[config.mk]
export PLATFORM = sky130hd
export DESIGN_NAME = pipeline_hazard_ctrl
export DESIGN_NICKNAME = d
export VERILOG_FILES = /design/src/rtl/hazard_pkg.sv /design/src/rtl/pipeline_hazard_ctrl_sat_counter.sv /design/src/rtl/pipeline_hazard_ctrl.sv
export SDC_FILE = /design/constraint.sdc
export NUM_CORES = 1
export LEC_CHECK = 0
export ABC_AREA = 1
export CORE_ASPECT_RATIO = 0.8
export CORE_UTILIZATION = 45
export DETAILED_ROUTE_END_ITERATION = 8
export PLACE_DENSITY = 0.86
export SETUP_SLACK_MARGIN = 0.2
export SYNTH_ARGS = -nofsm -noshare
export SYNTH_HDL_FRONTEND = slang
export SYNTH_SLANG_ARGS = --single-unit
[constraint.sdc]
create_clock -name clk -period 3.6 [get_ports clk]
set_input_delay 0.54 -clock clk [delete_from_list [all_inputs] [get_ports clk]]
set_output_delay 0.54 -clock clk [all_outputs]
set_load 0.05 [all_outputs]
[src/rtl/hazard_pkg.sv]
// Shared definitions for the pipeline hazard controller.
//   ST_RUN / ST_MC_WAIT : controller state encoding
//   REG_X0              : index of the hardwired-zero register
//   load_use_hazard()   : true when the ID instruction needs a load result still in EX
package hazard_pkg;

    localparam int unsigned REG_IDX_W = 5;

    localparam logic ST_RUN     = 1'b0;
    localparam logic ST_MC_WAIT = 1'b1;

    localparam logic [REG_IDX_W-1:0] REG_X0 = 5'd0;

    // A load targeting x0 never produces a value, so it cannot cause a hazard.
    function automatic logic load_use_hazard(
        input logic                 mem_read,
        input logic [REG_IDX_W-1:0] rd,
        input logic [REG_IDX_W-1:0] rs1,
        input logic                 use_rs1,
        input logic [REG_IDX_W-1:0] rs2,
        input logic                 use_rs2
    );
        return mem_read && (rd != REG_X0) &&
               ((use_rs1 && (rs1 == rd)) || (use_rs2 && (rs2 == rd)));
    endfunction

endpackage

[src/rtl/pipeline_hazard_ctrl_sat_counter.sv]
// Saturating up-counter used for the stall / flush performance counters.
//   clk, rst_n : clock and synchronous active-low reset
//   inc        : count this cycle
//   count      : current value, sticks at all-ones
module sat_counter #(
    parameter int unsigned W = 16
) (
    input  logic         clk,
    input  logic         rst_n,
    input  logic         inc,
    output logic [W-1:0] count
);

    always_ff @(posedge clk) begin
        if (!rst_n) begin
            count <= '0;
        end else if (inc && (count != '1)) begin
            count <= count + W'(1);
        end
    end

endmodule

[src/rtl/pipeline_hazard_ctrl.sv]
// Hazard and stall controller for the 5-stage RV32 pipeline.
// Decodes PC write / IF-ID hold and flush / ID-EX bubble / EX freeze from the
// current pipeline state, waits out multi-cycle operations with a timeout,
// and keeps saturating stall and redirect-flush counters.
//   inputs : id_rs1/id_rs2/id_use_rs1/id_use_rs2 (IF/ID sources), ex_rd,
//            ex_mem_read, ex_branch_taken, ex_mc_start (EX info), mc_done,
//            imem_ready
//   outputs: pc_write, stage1_rewrite, flush_if_id, bubble_id_ex, hold_ex
//            (combinational), mc_timeout, stall_cnt, flush_cnt (registered)
module pipeline_hazard_ctrl
    import hazard_pkg::*;
#(
    parameter int unsigned MC_TIMEOUT = 64,
    parameter int unsigned CNT_W      = 16
) (
    input  logic                 clk,
    input  logic                 rst_n,
    input  logic [REG_IDX_W-1:0] id_rs1,
    input  logic [REG_IDX_W-1:0] id_rs2,
    input  logic                 id_use_rs1,
    input  logic                 id_use_rs2,
    input  logic [REG_IDX_W-1:0] ex_rd,
    input  logic                 ex_mem_read,
    input  logic                 ex_branch_taken,
    input  logic                 ex_mc_start,
    input  logic                 mc_done,
    input  logic                 imem_ready,
    output logic                 pc_write,
    output logic                 stage1_rewrite,
    output logic                 flush_if_id,
    output logic                 bubble_id_ex,
    output logic                 hold_ex,
    output logic                 mc_timeout,
    output logic [CNT_W-1:0]     stall_cnt,
    output logic [CNT_W-1:0]     flush_cnt
);

    localparam int unsigned WCNT_W = $clog2(MC_TIMEOUT + 1);
    localparam logic [WCNT_W-1:0] WCNT_LAST = WCNT_W'(MC_TIMEOUT - 1);

    logic              r_state;
    logic              w_state_nxt;
    logic [WCNT_W-1:0] r_wcnt;
    logic [WCNT_W-1:0] w_wcnt_nxt;
    logic              r_mc_timeout;
    logic              w_timeout_set;
    logic              w_redirect;
    logic              w_hazard;

    assign w_hazard = load_use_hazard(ex_mem_read, ex_rd, id_rs1, id_use_rs1,
                                      id_rs2, id_use_rs2);

    // State, wait counter and sticky timeout flag.
    always_ff @(posedge clk) begin
        if (!rst_n) begin
            r_state      <= ST_RUN;
            r_wcnt       <= '0;
            r_mc_timeout <= 1'b0;
        end else begin
            r_state      <= w_state_nxt;
            r_wcnt       <= w_wcnt_nxt;
            r_mc_timeout <= r_mc_timeout | w_timeout_set;
        end
    end

    // Priority decoder and next-state logic.
    always_comb begin
        pc_write       = 1'b1;
        stage1_rewrite = 1'b0;
        flush_if_id    = 1'b0;
        bubble_id_ex   = 1'b0;
        hold_ex        = 1'b0;
        w_state_nxt    = r_state;
        w_wcnt_nxt     = r_wcnt;
        w_timeout_set  = 1'b0;
        w_redirect     = 1'b0;

        if (!rst_n) begin
            // Keep bubbles flowing into the pipe while reset is held.
            pc_write     = 1'b0;
            flush_if_id  = 1'b1;
            bubble_id_ex = 1'b1;
            w_state_nxt  = ST_RUN;
            w_wcnt_nxt   = '0;
        end else if (r_state == ST_RUN) begin
            if (ex_branch_taken) begin
                // Redirect wins over everything, including a pending mul/div.
                flush_if_id  = 1'b1;
                bubble_id_ex = 1'b1;
                w_redirect   = 1'b1;
            end else if (ex_mc_start) begin
                pc_write       = 1'b0;
                stage1_rewrite = 1'b1;
                hold_ex        = 1'b1;
                w_state_nxt    = ST_MC_WAIT;
                w_wcnt_nxt     = '0;
            end else if (w_hazard) begin
                pc_write       = 1'b0;
                stage1_rewrite = 1'b1;
                bubble_id_ex   = 1'b1;
            end else if (!imem_ready) begin
                pc_write    = 1'b0;
                flush_if_id = 1'b1;
            end
        end else begin
            // EX is frozen, so redirects, hazards and fetch status are moot.
            pc_write       = 1'b0;
            stage1_rewrite = 1'b1;
            hold_ex        = 1'b1;
            w_wcnt_nxt     = r_wcnt + WCNT_W'(1);
            if (mc_done) begin
                w_state_nxt = ST_RUN;
            end else if (r_wcnt == WCNT_LAST) begin
                w_state_nxt   = ST_RUN;
                w_timeout_set = 1'b1;
            end
        end
    end

    assign mc_timeout = r_mc_timeout;

    sat_counter #(.W(CNT_W)) u_stall_cnt (
        .clk   (clk),
        .rst_n (rst_n),
        .inc   (rst_n && !pc_write),
        .count (stall_cnt)
    );

    sat_counter #(.W(CNT_W)) u_flush_cnt (
        .clk   (clk),
        .rst_n (rst_n),
        .inc   (w_redirect),
        .count (flush_cnt)
    );

endmodule

Yosys cells after proc, flatten, opt, wreduce, memory -nomap -nowiden
Index checks and enable logic that the tools add are counted.

cells by class
  add/sub/neg operators = 3
  equality and inequality tests = 6
  shift operators = 0
  bitwise gates (word level) = 1
  div/mod/pow operators = 0
  mux-type cells = 38
  reductions and logical operators = 12
  order comparisons = 0
  multipliers = 0

operators with widths
  operator               count
  $mux 1                 35
  $add 16x1->16 const B  2
  $ne 16x16->1 const B   2
  $mux 7                 3
  $eq 5x5->1             2
  $add 7x1->7 const B    1
  $eq 7x6->1 const B     1
  $logic_and 1x1->1      7
  $reduce_bool 5->1      1
  $ne 2x1->1 const B     1
  $reduce_and 2->1       1
  $reduce_bool 2->1      1
  $logic_not 1->1        1
  $logic_or 1x1->1       1
  $or 1x1->1             1

storage, ports and cells
  bits in latches = 0
  register bits after elaboration = 41
  bits of input ports = 24
  memories = 0
  memory bits (read-only) = 0
  output and inout port bits = 38
  memory bits (writable) = 0

Logic depth before layout (Yosys ltp)
Gate-level depths: netlist of the first run.

  word-level depth = 12
  gate-level depth with buffers = 15
  gate-level depth less buffers = 14

Hierarchy
From an unflattened synthesis of the first run, not the netlist that was laid out.

second synthesis, totals
  cell total of the unflattened synthesis = 423
  area, all modules = 2733.9 um^2

by module, submodules not included
  module                sequential area each (um^2)  cells an instance  times used  area each (um^2)
  sat_counter           320.3                        149                2           996.0
  pipeline_hazard_ctrl  180.2                        125                1           742.0

Worst setup path after synthesis of the first run
No wires, ideal clock.

  kind = in2out
  start = in ex_rd[3]
  end = out pc_write
  path slack = 1076 ps
  data arrival time = 1984 ps
  data required time = 3060 ps
  buffers on the path = 1
  stages on the path = 10
  cells stage by stage = inv_1 > nand4_1 > o21ai_0 > inv_1 > nand2_1 > nand2_1 > nand2_2 > nand2_4 > buf_4 > nor2_1

on the way
  cells in the longest elaborated chain, start to end = 9

RTL lines
  what                   line                        text
  from (decl)            pipeline_hazard_ctrl.sv:22  input logic [REG_IDX_W-1:0] ex_rd,
  $eq 5x5->1             hazard_pkg.sv:24            ((use_rs1 && (rs1 == rd)) || (use_rs2 && (rs2 == rd)));
  $logic_and 1x1->1      hazard_pkg.sv:24
  $logic_or 1x1->1       hazard_pkg.sv:24
  $logic_and 1x1->1 (*)  hazard_pkg.sv:23            return mem_read && (rd != REG_X0) &&
  $mux 1 (*)             pipeline_hazard_ctrl.sv:97  end else if (w_hazard) begin
  $mux 1 (*)             pipeline_hazard_ctrl.sv:91  end else if (ex_mc_start) begin
  $mux 1 (*)             pipeline_hazard_ctrl.sv:86  if (ex_branch_taken) begin
  $mux 1 (*)             pipeline_hazard_ctrl.sv:85  end else if (r_state == ST_RUN) begin
  $mux 1 (*)             pipeline_hazard_ctrl.sv:78  if (!rst_n) begin
  to (decl)              pipeline_hazard_ctrl.sv:28  output logic pc_write,

Every way passes the cells marked *; elsewhere a longest branch is shown, timed or not.

Worst setup path in the final report of the first run
Ends and elaborated chain as after synthesis.

==> impl_summary.md, run 1 <==
Outcome
The flow ran to the end, and the final reports show no timing, DRC or antenna violations.

Route
Using the TritonRoute via totals, the vias-per-cell ratio works out to around 5.1. In the final routed layout, each cell accounts on average for 11.6 µm. The number of nets with antenna violations after routing is 0. In the routed design, unresolved DRC markers number 0. After detailed routing, the total wire length is 5.92 mm. The first detailed-routing pass took 4 iterations. The detailed router placed between 2000 and 3000 vias in this run. The number of DRC markers after the initial detailed-route iteration is 200.

Global route
The number of global-route vias before repair came to 2286. The first global-routing pass estimated approximately 9.8 mm of wire. Entering global routing, the biggest net connects 33 pins. The aggregate global routing overflow is 0. The number of antenna violations at the first check in global routing is 0. The overall fraction of global-route tracks in use is 21.2%.

Power and ir drop
The clock network fraction of design power is ~33%. The worst-case IR drop observed on VDD is 0.000160 V. The reported leakage power is 1.34 nW.

The cell-internal power is 697 µW. Of the total power, the share spent switching nets is roughly 30%. The part of the power in registers is between 40 and 50%. The power density over the cells is between 300 and 400 nW/µm².

In this run the power spent charging and discharging nets is 305 µW. In this run, the combinational gates consume 19.9% of the power.

STA
The final hold violation count is 0. Setup violations remaining at the end of the flow were counted as 0. Setup repair after global routing left no endpoint under its margin. The worst path in the final design needs a cycle of 2.82 ns, including I/O delays and setup. The clock arrives with 0.0142 ns of skew. The worst relative slew slack is ~64%.

The max-slew violation count was 0. The final critical path takes up ~78% of the cycle. Static timing analysis puts the maximum clock frequency at roughly 0.35 GHz. Adding up every negative setup slack in the final design gives 0 ns. For the pin with the worst max-slew slack, the measured transition is 0.538 ns.

Setup path
The worst setup path is captured at a primary output. Data on the critical path arrives at its endpoint at 2.28 ns. The startpoint kind of the worst setup timing path is a primary input.

At the worst endpoint, the required time is 3.06 ns. The worst register-to-register path has a setup slack of 1.71 ns. The worst register-to-register path begins at u_stall_cnt.count[0]. The classification of the worst setup path is primary input to primary output. The endpoint identified for the worst register-to-register timing path is u_stall_cnt.count[14].

The worst register-to-register path has a depth of 12. Of all nets on the critical path, the largest fanout is 24. The critical path starts at ex_rd[3].

Placed design
Detailed placement finished with a half-perimeter wire length of 4.43 mm. In this run the tool buffered the top-level ports with 61 buffer cells. The congestion estimate from routability-driven global placement came to 0.880.

Yosys
Counting flops with a built-in enable in the synthesized netlist gives 0. The most used flip-flop cell after synthesis is sky130_fd_sc_hd__dfxtp_1. The count of different cell masters after synthesis is 37.

After technology mapping, the gate count stands at 385. Counting flops and latches in the post-synthesis netlist gives 41. For this run, the register share of the synthesized area comes to 33.1%. Synthesis produced a netlist with a net count of 412. The proportion of synthesized flip-flops having asynchronous set or reset is 0%.

The number of warnings issued by yosys is 0. In this run the cell area of the synthesized design comes to ~2500 µm². The average instance area after synthesis is 6.44 µm².

Run
The max-capacitance violation count is 0.

CTS
The clock latency on the worst-skew pair is 0.30 ns. TritonCTS created 5 clock buffers. The H-tree generated during clock tree synthesis spans 2 levels. The number of gates resized after CTS was 0. The post-CTS setup-driven buffer insertion count is 0. The register clock-pin slew on the reported worst setup and hold paths is 0.08 ns. TritonCTS built the clock tree. The number of buffers added to fix hold violations after cts is 0.

The number of buffers on the longest clock path is 2. The number of sinks handled by clock tree synthesis is 41. The clock root buffer master is sky130_fd_sc_hd__clkbuf_8.

Layout
The sequential cell area is between 800 and 900 µm². The area growth from synthesis to layout is 31.4%. The share of post-route cells with drive strength above 1 is 9.40%. The repair_antennas step left the layout with diodes totalling 0. The area used by multi-input combinational logic is 1370 µm². Leaving out fill and tap cells, the most frequent cell in the layout is sky130_fd_sc_hd__nand2_1. The top cell types in the final layout, fill and taps aside, are sky130_fd_sc_hd__nand2_1 (104), sky130_fd_sc_hd__clkdlybuf4s50_1 (56), sky130_fd_sc_hd__inv_1 (54).

After filler insertion, the fill cell instance count of the layout stands at 437. For this run, the share of the core covered by cells in the final layout is 63.3%. At the end of the flow, the number of nets in the layout was about 470.

Min path
The path category of the worst min-delay check is flop to flop. Along the worst hold path, the cell count comes to 1. The terminating pin of the worst hold path is mc_timeout. The launch instance of the worst min-delay path is mc_timeout.

Floorplanning
Pin placement for this block handled 62 I/O pins. Once the floorplan was initialized, standard cells occupied 48.2% of the core. The floorplan step defined a core boundary enclosing 5150 µm². The horizontal die dimension is 85.0 µm. The die outline area is 5820 µm². The floorplan has 23 rows.

The die is 68.4 µm tall.
-- power by group through the flow --
stage / registers [mW] / logic [mW] / clock network (mW)
floorplan: 0.513 / 0.0983 / 0
global placement: 0.486 / 0.195 / 0
detailed placement: 0.487 / 0.199 / 0
CTS: 0.476 / 0.200 / 0.330
global route: 0.478 / 0.218 / 0.351
finish: 0.476 / 0.200 / 0.326
-- area by class of cell --
type	count	area share [%]
inverters	63	7.33
well taps	62	2.38
repair buffers	62	20.1
multi-input cells	273	42.0
clock inverters	2	0.422
flip-flops and latches	41	25.2
clock buffers	6	2.53
-- registers in the layout, indices dropped and copies added, names as in the netlist --
name               cells
u_stall_cnt.count     16
mc_timeout             1
u_flush_cnt.count     16
r_state                1
r_wcnt                 7
-- worst max-delay path: stages --
cell and delay [ns]:
sky130_fd_sc_hd__clkdlybuf4s50_1 0.48, sky130_fd_sc_hd__inv_1 0.08, sky130_fd_sc_hd__nand2_1 0.06, sky130_fd_sc_hd__nand2_1 0.05, sky130_fd_sc_hd__nor2_1 0.16, sky130_fd_sc_hd__nand3_1 0.10, sky130_fd_sc_hd__nand2_1 0.07, sky130_fd_sc_hd__nand2_1 0.07
sky130_fd_sc_hd__nand2_1 0.07, sky130_fd_sc_hd__nand2_2 0.08, sky130_fd_sc_hd__nand2_4 0.22, sky130_fd_sc_hd__nor2_1 0.11, sky130_fd_sc_hd__buf_12 0.17
-- metal layers --
metal  GRT usage [%]  vias to the layer above  wire, µm
met3            4.46                       13       256
met5               0                        -         0
met2            36.2                       65      2750
met4            10.6                        0       127
met1            25.8                     1160      2790
li1                -                     1353         -
-- stage by stage --
stage / hold slack, ns / total power [mW] / cell area (µm²) / std cells / setup WS, ns
3_5_place_dp: 0.460 / 0.686 / 3160 / 501 / 0.823
3_3_place_gp: 0.463 / 0.682 / 3160 / 501 / 0.889
4_1_cts: 0.491 / 1.01 / 3260 / 509 / 0.814
6_report: 0.485 / 1.00 / 3260 / 509 / 0.783
2_1_floorplan: 0.454 / 0.611 / 2480 / 385 / 1.08
5_1_grt: 0.514 / 1.05 / 3260 / 509 / 0.589
-- cell usage after synthesis, types with 2 or more instances --
master                     instances  area, µm²
sky130_fd_sc_hd__nand2_1         104        390
sky130_fd_sc_hd__inv_1            54        203
sky130_fd_sc_hd__nor2_1           49        184
sky130_fd_sc_hd__dfxtp_1          41        821
sky130_fd_sc_hd__nand3_1          20        100
sky130_fd_sc_hd__a21oi_1          19       95.1
sky130_fd_sc_hd__o21ai_0          17       85.1
sky130_fd_sc_hd__nand4_1          11       68.8
sky130_fd_sc_hd__nor3_1           11       55.1
sky130_fd_sc_hd__inv_2             7       26.3
sky130_fd_sc_hd__nand3_2           7       70.1
sky130_fd_sc_hd__xor2_1            5       43.8
sky130_fd_sc_hd__a31oi_1           3       18.8
sky130_fd_sc_hd__ha_1              3       37.5
sky130_fd_sc_hd__o21a_1            3       22.5
sky130_fd_sc_hd__a221oi_1          2       17.5
sky130_fd_sc_hd__buf_2             2       10.0
sky130_fd_sc_hd__buf_4             2       15.0
sky130_fd_sc_hd__clkbuf_1          2       7.51
sky130_fd_sc_hd__nand2_2           2       12.5
sky130_fd_sc_hd__nand2_4           2       22.5
sky130_fd_sc_hd__nor2_2            2       12.5
sky130_fd_sc_hd__nor3_4            2       32.5
sky130_fd_sc_hd__nor4_1            2       12.5
-- how the worst max path moves through the flow --
stage | endpoint | depth (start not counted) | slack (ns)
2_1_floorplan | pc_write | 10 | 1.08
3_3_place_gp | pc_write | 12 | 0.89
3_5_place_dp | pc_write | 13 | 0.82
4_1_cts | pc_write | 13 | 0.81
5_1_grt | pc_write | 13 | 0.59
6_report | pc_write | 13 | 0.78
-- cell families after synthesis --
family	share of synthesized area, %
AND/OR/NAND/NOR	41.0
buffers and inverters	11.7
AO/OA/AOI/OAI	10.5
flip-flops	33.1
XOR/XNOR	2.12
adder cells (fa/ha/maj)	1.51
(Power assumes the default switching activity.)
==> run 2: changes to the inputs <==
==> constraint.sdc (replaced) <==
create_clock -name clk -period 2.6 [get_ports clk]
set_input_delay 0.39 -clock clk [delete_from_list [all_inputs] [get_ports clk]]
set_output_delay 0.39 -clock clk [all_outputs]
set_load 0.05 [all_outputs]
==> run 2 against run 1 <==
Compared with the run above: worst hold slack improved by 0.0078 ns; combinational power grew 39%; sequential power grew 39%; total power grew 57%; clock-buffer cell count decreased by 1; non-clock buffer count rose by 1; global-route usage up 0.53 points.
==> impl_summary.md, run 2 (synthesis results as in run 1) <==
Placed design
The global placement routability congestion is 0.897 (+1.9%). The half-perimeter wire length of the detailed placement result is 4.51 mm (+1.7%). The cell count after placement is 502 (+0.20%). The count of input and output buffers is 61 (unchanged).

Global route
The largest net degree at the start of global routing came to 33 (unchanged). The number of global-route vias before repair is 2321 (+1.5%). The aggregate global routing overflow is 0 (unchanged). The number of antenna violations at the first check in global routing is 0 (unchanged). The first-pass GRT wire length is 9.83 mm (+0.63%). The overall fraction of global-route tracks in use is 21.7% (+0.53 points).

Layout
The largest registers in the layout are u_flush_cnt.count: 16 flops, u_stall_cnt.count: 16 flops, r_wcnt: 7 flops. Leaving out fill and tap cells, the most frequent cell in the layout is sky130_fd_sc_hd__nand2_1. The final cell count without fillers is 510 (+0.20%). The number of antenna diodes is 0 (unchanged). The number of nets in the layout was 474 (+0.21%). The top cell types in the final layout, fill and taps aside, are sky130_fd_sc_hd__nand2_1 (104), sky130_fd_sc_hd__inv_1 (54), sky130_fd_sc_hd__clkdlybuf4s50_1 (54). The share of post-route cells with drive strength above 1 is 9.82% (+0.43 points). The area growth from synthesis to layout is 33.6%.

CTS
The number of buffers added to fix hold violations after cts is 0 (unchanged). The tree is rooted in a sky130_fd_sc_hd__clkbuf_8. The number of buffers added by the clock tree synthesis step is 5 (unchanged). TritonCTS built the clock tree. The count of instances resized after the clock tree is built came to 0 (unchanged). The number of sinks handled by clock tree synthesis is 41 (unchanged). The post-CTS setup-driven buffer insertion count came to 0 (unchanged).

The maximum level of the CTS H-tree is 2 (unchanged). The number of buffers on the longest clock path is 2 (unchanged). The register clock-pin slew on the reported worst setup and hold paths came to 0.08 ns (about the same). The clock latency on the worst-skew pair is 0.31 ns (about the same).

STA
The highest achievable clock rate is 0.428 GHz. The final-report setup violation count is 0 (unchanged). Dividing the final minimum period by the clock period gives 89.8%. The max-slew violation count is 0 (unchanged). Setup repair after global routing could not meet its margin everywhere. The sum of negative setup slack is 0 ns (unchanged). The final hold violation count is 0 (unchanged).

The minimum period implied by the final worst setup slack is approximately 2.3 ns. The final clock skew is 0.00917 ns (-0.00508 ns). The worst slack on hold paths was 0.493 ns (+0.00783 ns). The worst relative slew slack is 64.9% (+0.82 points).

The transition at the pin with the smallest max-transition slack is 0.526 ns (-0.0122 ns).

Power and ir drop
The part of the power in registers is 42.0% (-5.5 points). The total power was 1.57 mW (+57%). The cell-internal power is 1.14 mW (+63%).

The clock network fraction of design power is 40.2% (+7.6 points). The switching power summed over all nets is 431 µW (+42%). The reported leakage power is 1.38 nW (+3.0%). The switching share of power is 27.5% (-2.9 points).

The power density over the cells was 473 nW/µm² (+54%). The maximum vdd drop is 0.000212 V (+32%). The combinational fraction of design power is 17.8% (-2.1 points).

Outcome
The run finished with clean final reports.

Setup path
The largest stage delay on the critical path is 0.50 ns (+0.02 ns). The library cell appearing most often on the critical path is sky130_fd_sc_hd__nand2_1. The classification of the worst setup path is primary input to primary output. STA classifies the critical path startpoint as a primary input.

The type of element capturing the critical path is a primary output. The required time of the critical path came to 2.21 ns (-0.85 ns). The cell at the slowest stage of the critical path is sky130_fd_sc_hd__clkdlybuf4s50_1. The data arrival time of the worst path is 1.95 ns (-0.33 ns).

The largest fanout of any net on the critical path is 3 (-88%). The critical path goes through clkdlybuf4s50_1, inv_1, nand2_1, nand2_1, nor2_1, nand3_1, nand2_1, nand2_1, nand2_1, nand2_2, a21oi_1, inv_1, buf_4.

Min path
The min-delay analysis places its worst path in the category flop to flop.

Floorplanning
The die outline area is 5820 µm² (unchanged). The initial core utilization is 48.2% (unchanged). The I/O pin total is 62 (unchanged). The number of placement rows is 23 (unchanged). The horizontal die dimension is 85.0 µm (unchanged). The height of the die is 68.4 µm (unchanged).

The total core area was 5150 µm² (unchanged).

Route
The number of nets with antenna violations after routing was 0 (unchanged). The count of unresolved DRC violations after routing is 0 (unchanged). The post-detailed-route wirelength per cell is 12.0 µm (+3.2%). The final routed wirelength across all metal layers was 6.12 mm (+3.4%). The number of vias per cell is 5.09 (about the same). The number of optimization iterations in the first detailed-route pass is 5 (+1). The via total after detailed routing is 2597 (+0.23%).

The number of DRC markers after the initial detailed-route iteration is 153 (-24%).

Run
The max-capacitance violation count is 0 (unchanged).
run 2: cell types whose count changed in the layout (fill, tap and decap cells not counted):
cell	change
sky130_fd_sc_hd__buf_4	+1
sky130_fd_sc_hd__bufinv_16	+2
sky130_fd_sc_hd__clkbuf_8	-1
sky130_fd_sc_hd__clkdlybuf4s50_1	-2
sky130_fd_sc_hd__clkinv_2	-1
sky130_fd_sc_hd__clkinv_4	-1
sky130_fd_sc_hd__dlymetal6s2s_1	+2
sky130_fd_sc_hd__inv_6	+1
sky130_fd_sc_hd__nor2_1	-1
sky130_fd_sc_hd__nor2_2	+1
run 2: worst paths after layout:
check	from	to	slack, ns	depth (start not counted)
hold / removal	mc_timeout	mc_timeout	0.49	1
setup reg to reg	u_stall_cnt.count[1]	u_stall_cnt.count[8]	0.61	10
setup / recovery	ex_rd[2]	flush_if_id	0.26	13
hold reg to reg	mc_timeout	mc_timeout	0.49	1
run 2: layer usage:
layer / GRT usage, % / vias to the layer above / routed length [µm]
li1: - / 1357 / -
met1: 24.9 / 1158 / 2710
met2: 39.0 / 71 / 2990
met3: 3.98 / 11 / 284
met4: 12.5 / 0 / 137
met5: 0 / - / 0
run 2: worst max-delay path, delay by kind of cell:
family | cells | cell delay, ns
AO/OA/AOI/OAI | 1 | 0.15
buffers and inverters | 4 | 0.82
AND/OR/NAND/NOR | 8 | 0.58
run 2: power by group through the flow:
| stage | logic [mW] | registers [mW] | clock network, mW |
|---|---|---|---|
| 2_1_floorplan | 0.136 | 0.710 | 0 |
| 3_3_place_gp | 0.273 | 0.674 | 0 |
| 3_5_place_dp | 0.278 | 0.674 | 0 |
| 4_1_cts | 0.279 | 0.660 | 0.644 |
| 5_1_grt | 0.301 | 0.663 | 0.662 |
| 6_report | 0.279 | 0.660 | 0.630 |
run 2: area by class of cell:
| type | instances | area [µm²] |
|---|---|---|
| multi-input combinational | 273 | 1370 |
| sequential | 41 | 821 |
| clock buffer | 5 | 68.8 |
| inverter | 63 | 239 |
| clock inverter | 3 | 68.8 |
| fill | 422 | 1840 |
| timing repair buffer | 63 | 668 |
| tap | 62 | 77.6 |
run 2: metrics by stage:
| step | worst slack [ns] | cell area, µm² | utilization [%] |
|---|---|---|---|
| 5_1_grt | 0.158 | 3320 | 64.4 |
| 3_5_place_dp | 0.194 | 3170 | 61.5 |
| 6_report | 0.265 | 3320 | 64.4 |
| 2_1_floorplan | 0.376 | 2480 | - |
| 3_3_place_gp | 0.242 | 3170 | 61.5 |
| 4_1_cts | 0.222 | 3310 | 64.2 |
==> run 3: changes to the inputs <==
--- a/config.mk
+++ b/config.mk
@@ -7,9 +7,9 @@
 export LEC_CHECK = 0
 export ABC_AREA = 1
 export CORE_ASPECT_RATIO = 0.8
-export CORE_UTILIZATION = 45
+export CORE_UTILIZATION = 49
 export DETAILED_ROUTE_END_ITERATION = 8
-export PLACE_DENSITY = 0.86
+export PLACE_DENSITY = 0.92
 export SETUP_SLACK_MARGIN = 0.2
 export SYNTH_ARGS = -nofsm -noshare
 export SYNTH_HDL_FRONTEND = slang
==> run 3 against run 2 <==
Compared with the run above: flip-flop and latch count unchanged; final cell count down 0.20%; register-to-register slack better by 0.05 ns; cell area up 0.68%; sequential share of layout area down 0.17 points; clock-buffer cell count up 2; die area down 8.0%; non-clock buffer count up 1; clock power down 14%; global-route usage up 3.7 points.
==> impl_summary.md, run 3 (synthesis results as in run 1) <==
STA
The post-route clock period utilization is 90.6% (+0.75 points). The transition at the pin with the smallest max-transition slack is 0.535 ns (+0.00902 ns). The final hold violation count is 0 (unchanged). The final clock skew came to 0.0103 ns (+0.00109 ns).

Setup repair after global routing left no endpoint under its margin. The worst relative slew slack is 64.2% (-0.60 points). The final-report setup violation count is 0 (unchanged). The final setup slack of the worst path is 0.245 ns (-0.0195 ns).

The minimum period implied by the final worst setup slack was 2.35 ns (+0.0195 ns). The max-slew violation count came to 0 (unchanged). The highest achievable clock rate is 0.425 GHz (-0.83%). The sum of negative setup slack came to 0 ns (unchanged).

Route
The number of nets with antenna violations after routing was 0 (unchanged). The via total after detailed routing came to 2678 (+3.1%). The number of vias per cell is 5.26 (+3.3%). The number of DRC markers after the initial detailed-route iteration is 158 (+3.3%). The post-detailed-route wirelength per cell is 12.9 µm (+7.6%).

The count of unresolved DRC violations after routing is 0 (unchanged). The number of optimization iterations in the first detailed-route pass is 5 (unchanged). The final routed wirelength across all metal layers was 6.58 mm (+7.4%).

Setup path
The largest fanout of any net on the critical path is 3 (unchanged). The startpoint kind of the worst setup timing path is a primary input. The flop-to-flop setup slack was 0.66 ns (+0.05 ns). The largest stage delay on the critical path was 0.49 ns (about the same). The data arrival time of the worst path is 1.96 ns (about the same).

The endpoint identified for the worst register-to-register timing path is u_stall_cnt.count[8]. STA classifies the critical path endpoint as a primary output. The signal on the critical path passes through clkdlybuf4s50_1, inv_1, nand2_1, nand2_1, nor2_1, nand3_1, nand2_1, nand2_1, nand2_2, nand2_4, a21oi_2, inv_1, buf_6. The cell at the slowest stage of the critical path is sky130_fd_sc_hd__clkdlybuf4s50_1. The worst register-to-register path begins at u_stall_cnt.count[0]. The required time of the critical path is 2.21 ns (about the same). In this design, the critical path's most frequently occurring cell is sky130_fd_sc_hd__nand2_1.

The critical path is of the primary input to primary output type. The number of cells traversed by the worst register-to-register path was 10 (unchanged).

Layout
The library cell used most frequently in the layout, excluding fill and tap cells, is sky130_fd_sc_hd__nand2_1. From synthesis to final layout, the design area changed by 34.5%. In the layout the commonest cells are sky130_fd_sc_hd__nand2_1 (103), sky130_fd_sc_hd__inv_1 (53), sky130_fd_sc_hd__clkdlybuf4s50_1 (52). In the final layout, the registers with the most flip-flops are u_flush_cnt.count: 16 flops, u_stall_cnt.count: 16 flops, r_wcnt: 7 flops. The number of antenna diodes was 0 (unchanged). The final cell count without fillers was 509 (-0.20%). The number of nets in the layout is 475 (+0.21%). The share of post-route cells with drive strength above 1 was 10.9% (+1.1 points).

The post-layout instance area is 3340 µm² (+0.68%).

Placed design
The cell count after placement is 501 (-0.20%). The global placement routability congestion is 0.850 (-5.3%). The count of input and output buffers is 61 (unchanged).

The post-placement setup slack is 0.194 ns (+0.000386 ns). The cell area after placement is 3180 µm² (+0.16%). The half-perimeter wire length of the detailed placement result came to 4.72 mm (+4.6%).

Power and ir drop
The power density over the cells is 448 nW/µm² (-5.3%). The reported leakage power was 1.40 nW (+1.3%). The maximum vdd drop is 0.000316 V (+49%). The total power was 1.50 mW (-4.6%).

Floorplanning
The number of placement rows came to 22 (-4.3%). The I/O pin total is 62 (unchanged). The initial core utilization is 52.4% (+4.2 points). The horizontal die dimension is 81.6 µm (-4.1%). The height of the die was 65.6 µm (-4.0%).

The die outline area was 5350 µm² (-8.0%). The total core area is 4730 µm² (-8.1%).

CTS
The maximum level of the CTS H-tree is 2 (unchanged). The register clock-pin slew on the reported worst setup and hold paths is 0.08 ns (about the same). The clock latency on the worst-skew pair is 0.30 ns (about the same). The number of buffers on the longest clock path came to 2 (unchanged).

The CTS tree is done. The post-CTS setup-driven buffer insertion count is 0 (unchanged). The number of sinks handled by clock tree synthesis is 41 (unchanged).

The tree is rooted in a sky130_fd_sc_hd__clkbuf_8. The number of buffers added by the clock tree synthesis step is 5 (unchanged).

Outcome
The run finished with clean final reports.

Min path
The path category of the worst min-delay check is flop to flop. The hold path depth is 1 (unchanged). The launch instance of the worst min-delay path is mc_timeout. The terminating pin of the worst hold path is mc_timeout.

Global route
The number of antenna violations at the first check in global routing is 0 (unchanged). The met1 demand-to-capacity share in global routing was 31.7% (+6.9 points). The global routing usage on met2 is 43.5% (+4.5 points). The number of global-route vias before repair is 2477 (+6.7%). The aggregate global routing overflow is 0 (unchanged). The first-pass GRT wire length came to 10.6 mm (+7.4%). The overall fraction of global-route tracks in use is 25.5% (+3.7 points). The largest net degree at the start of global routing came to 33 (unchanged). The layer with the highest usage is met2. The met3 track demand over resource in global routing is 4.44% (+0.46 points).

Run
The max-capacitance violation count is 0 (unchanged).
## run 3: repair_timing
action,4_1_cts,5_1_grt
setup endpoints to repair,1,3
hold buffers,0,0
gates resized for setup,1,14
## run 3: worst max path at each step
stage | from | endpoint | slack (ns) | cells after the start
2_1_floorplan | ex_rd[3] | pc_write | 0.38 | 10
3_3_place_gp | ex_rd[1] | pc_write | 0.25 | 13
3_5_place_dp | ex_rd[2] | pc_write | 0.19 | 11
4_1_cts | ex_rd[2] | pc_write | 0.25 | 11
5_1_grt | ex_rd[0] | flush_if_id | 0.12 | 13
6_report | id_rs1[4] | flush_if_id | 0.25 | 13
## run 3: metrics by stage
| stage | util (%) | hold slack, ns |
|---|---|---|
| 4_1_cts | 69.6 | 0.484 |
| 5_1_grt | 70.5 | 0.509 |
| 6_report | 70.5 | 0.478 |
| 3_5_place_dp | 67.1 | 0.452 |
| 2_1_floorplan | - | 0.454 |
| 3_3_place_gp | 67.1 | 0.463 |
## run 3: routing by layer
metal  vias to the layer above  share of wire (%)
li1                       1351                  -
met1                      1229                 44
met2                        77                 49
met3                        21                4.0
met4                         0                3.0
met5                         -                  0
## run 3: report_power, final
part | internal, mW | switching [mW] | leakage (nW) | total (mW)
clock | 0.313 | 0.229 | 0.0585 | 0.542
sequential | 0.641 | 0.0194 | 0.332 | 0.661
combinational | 0.115 | 0.179 | 1.00 | 0.294
## run 3: final cells by class
type | count | area (µm²)
clock buffer | 7 | 86.3
multi-input combinational | 273 | 1400
sequential | 41 | 821
tap | 60 | 75.1
inverter | 63 | 239
timing repair buffer | 64 | 684
fill | 363 | 1400
clock inverter | 1 | 30.0
## run 3: worst max-delay path: cells and delay by family
kind | cells | cell delay, ns
AOI/OAI and AO/OA | 1 | 0.16
buffers and inverters | 4 | 0.79
and+or+nand+nor | 8 | 0.62
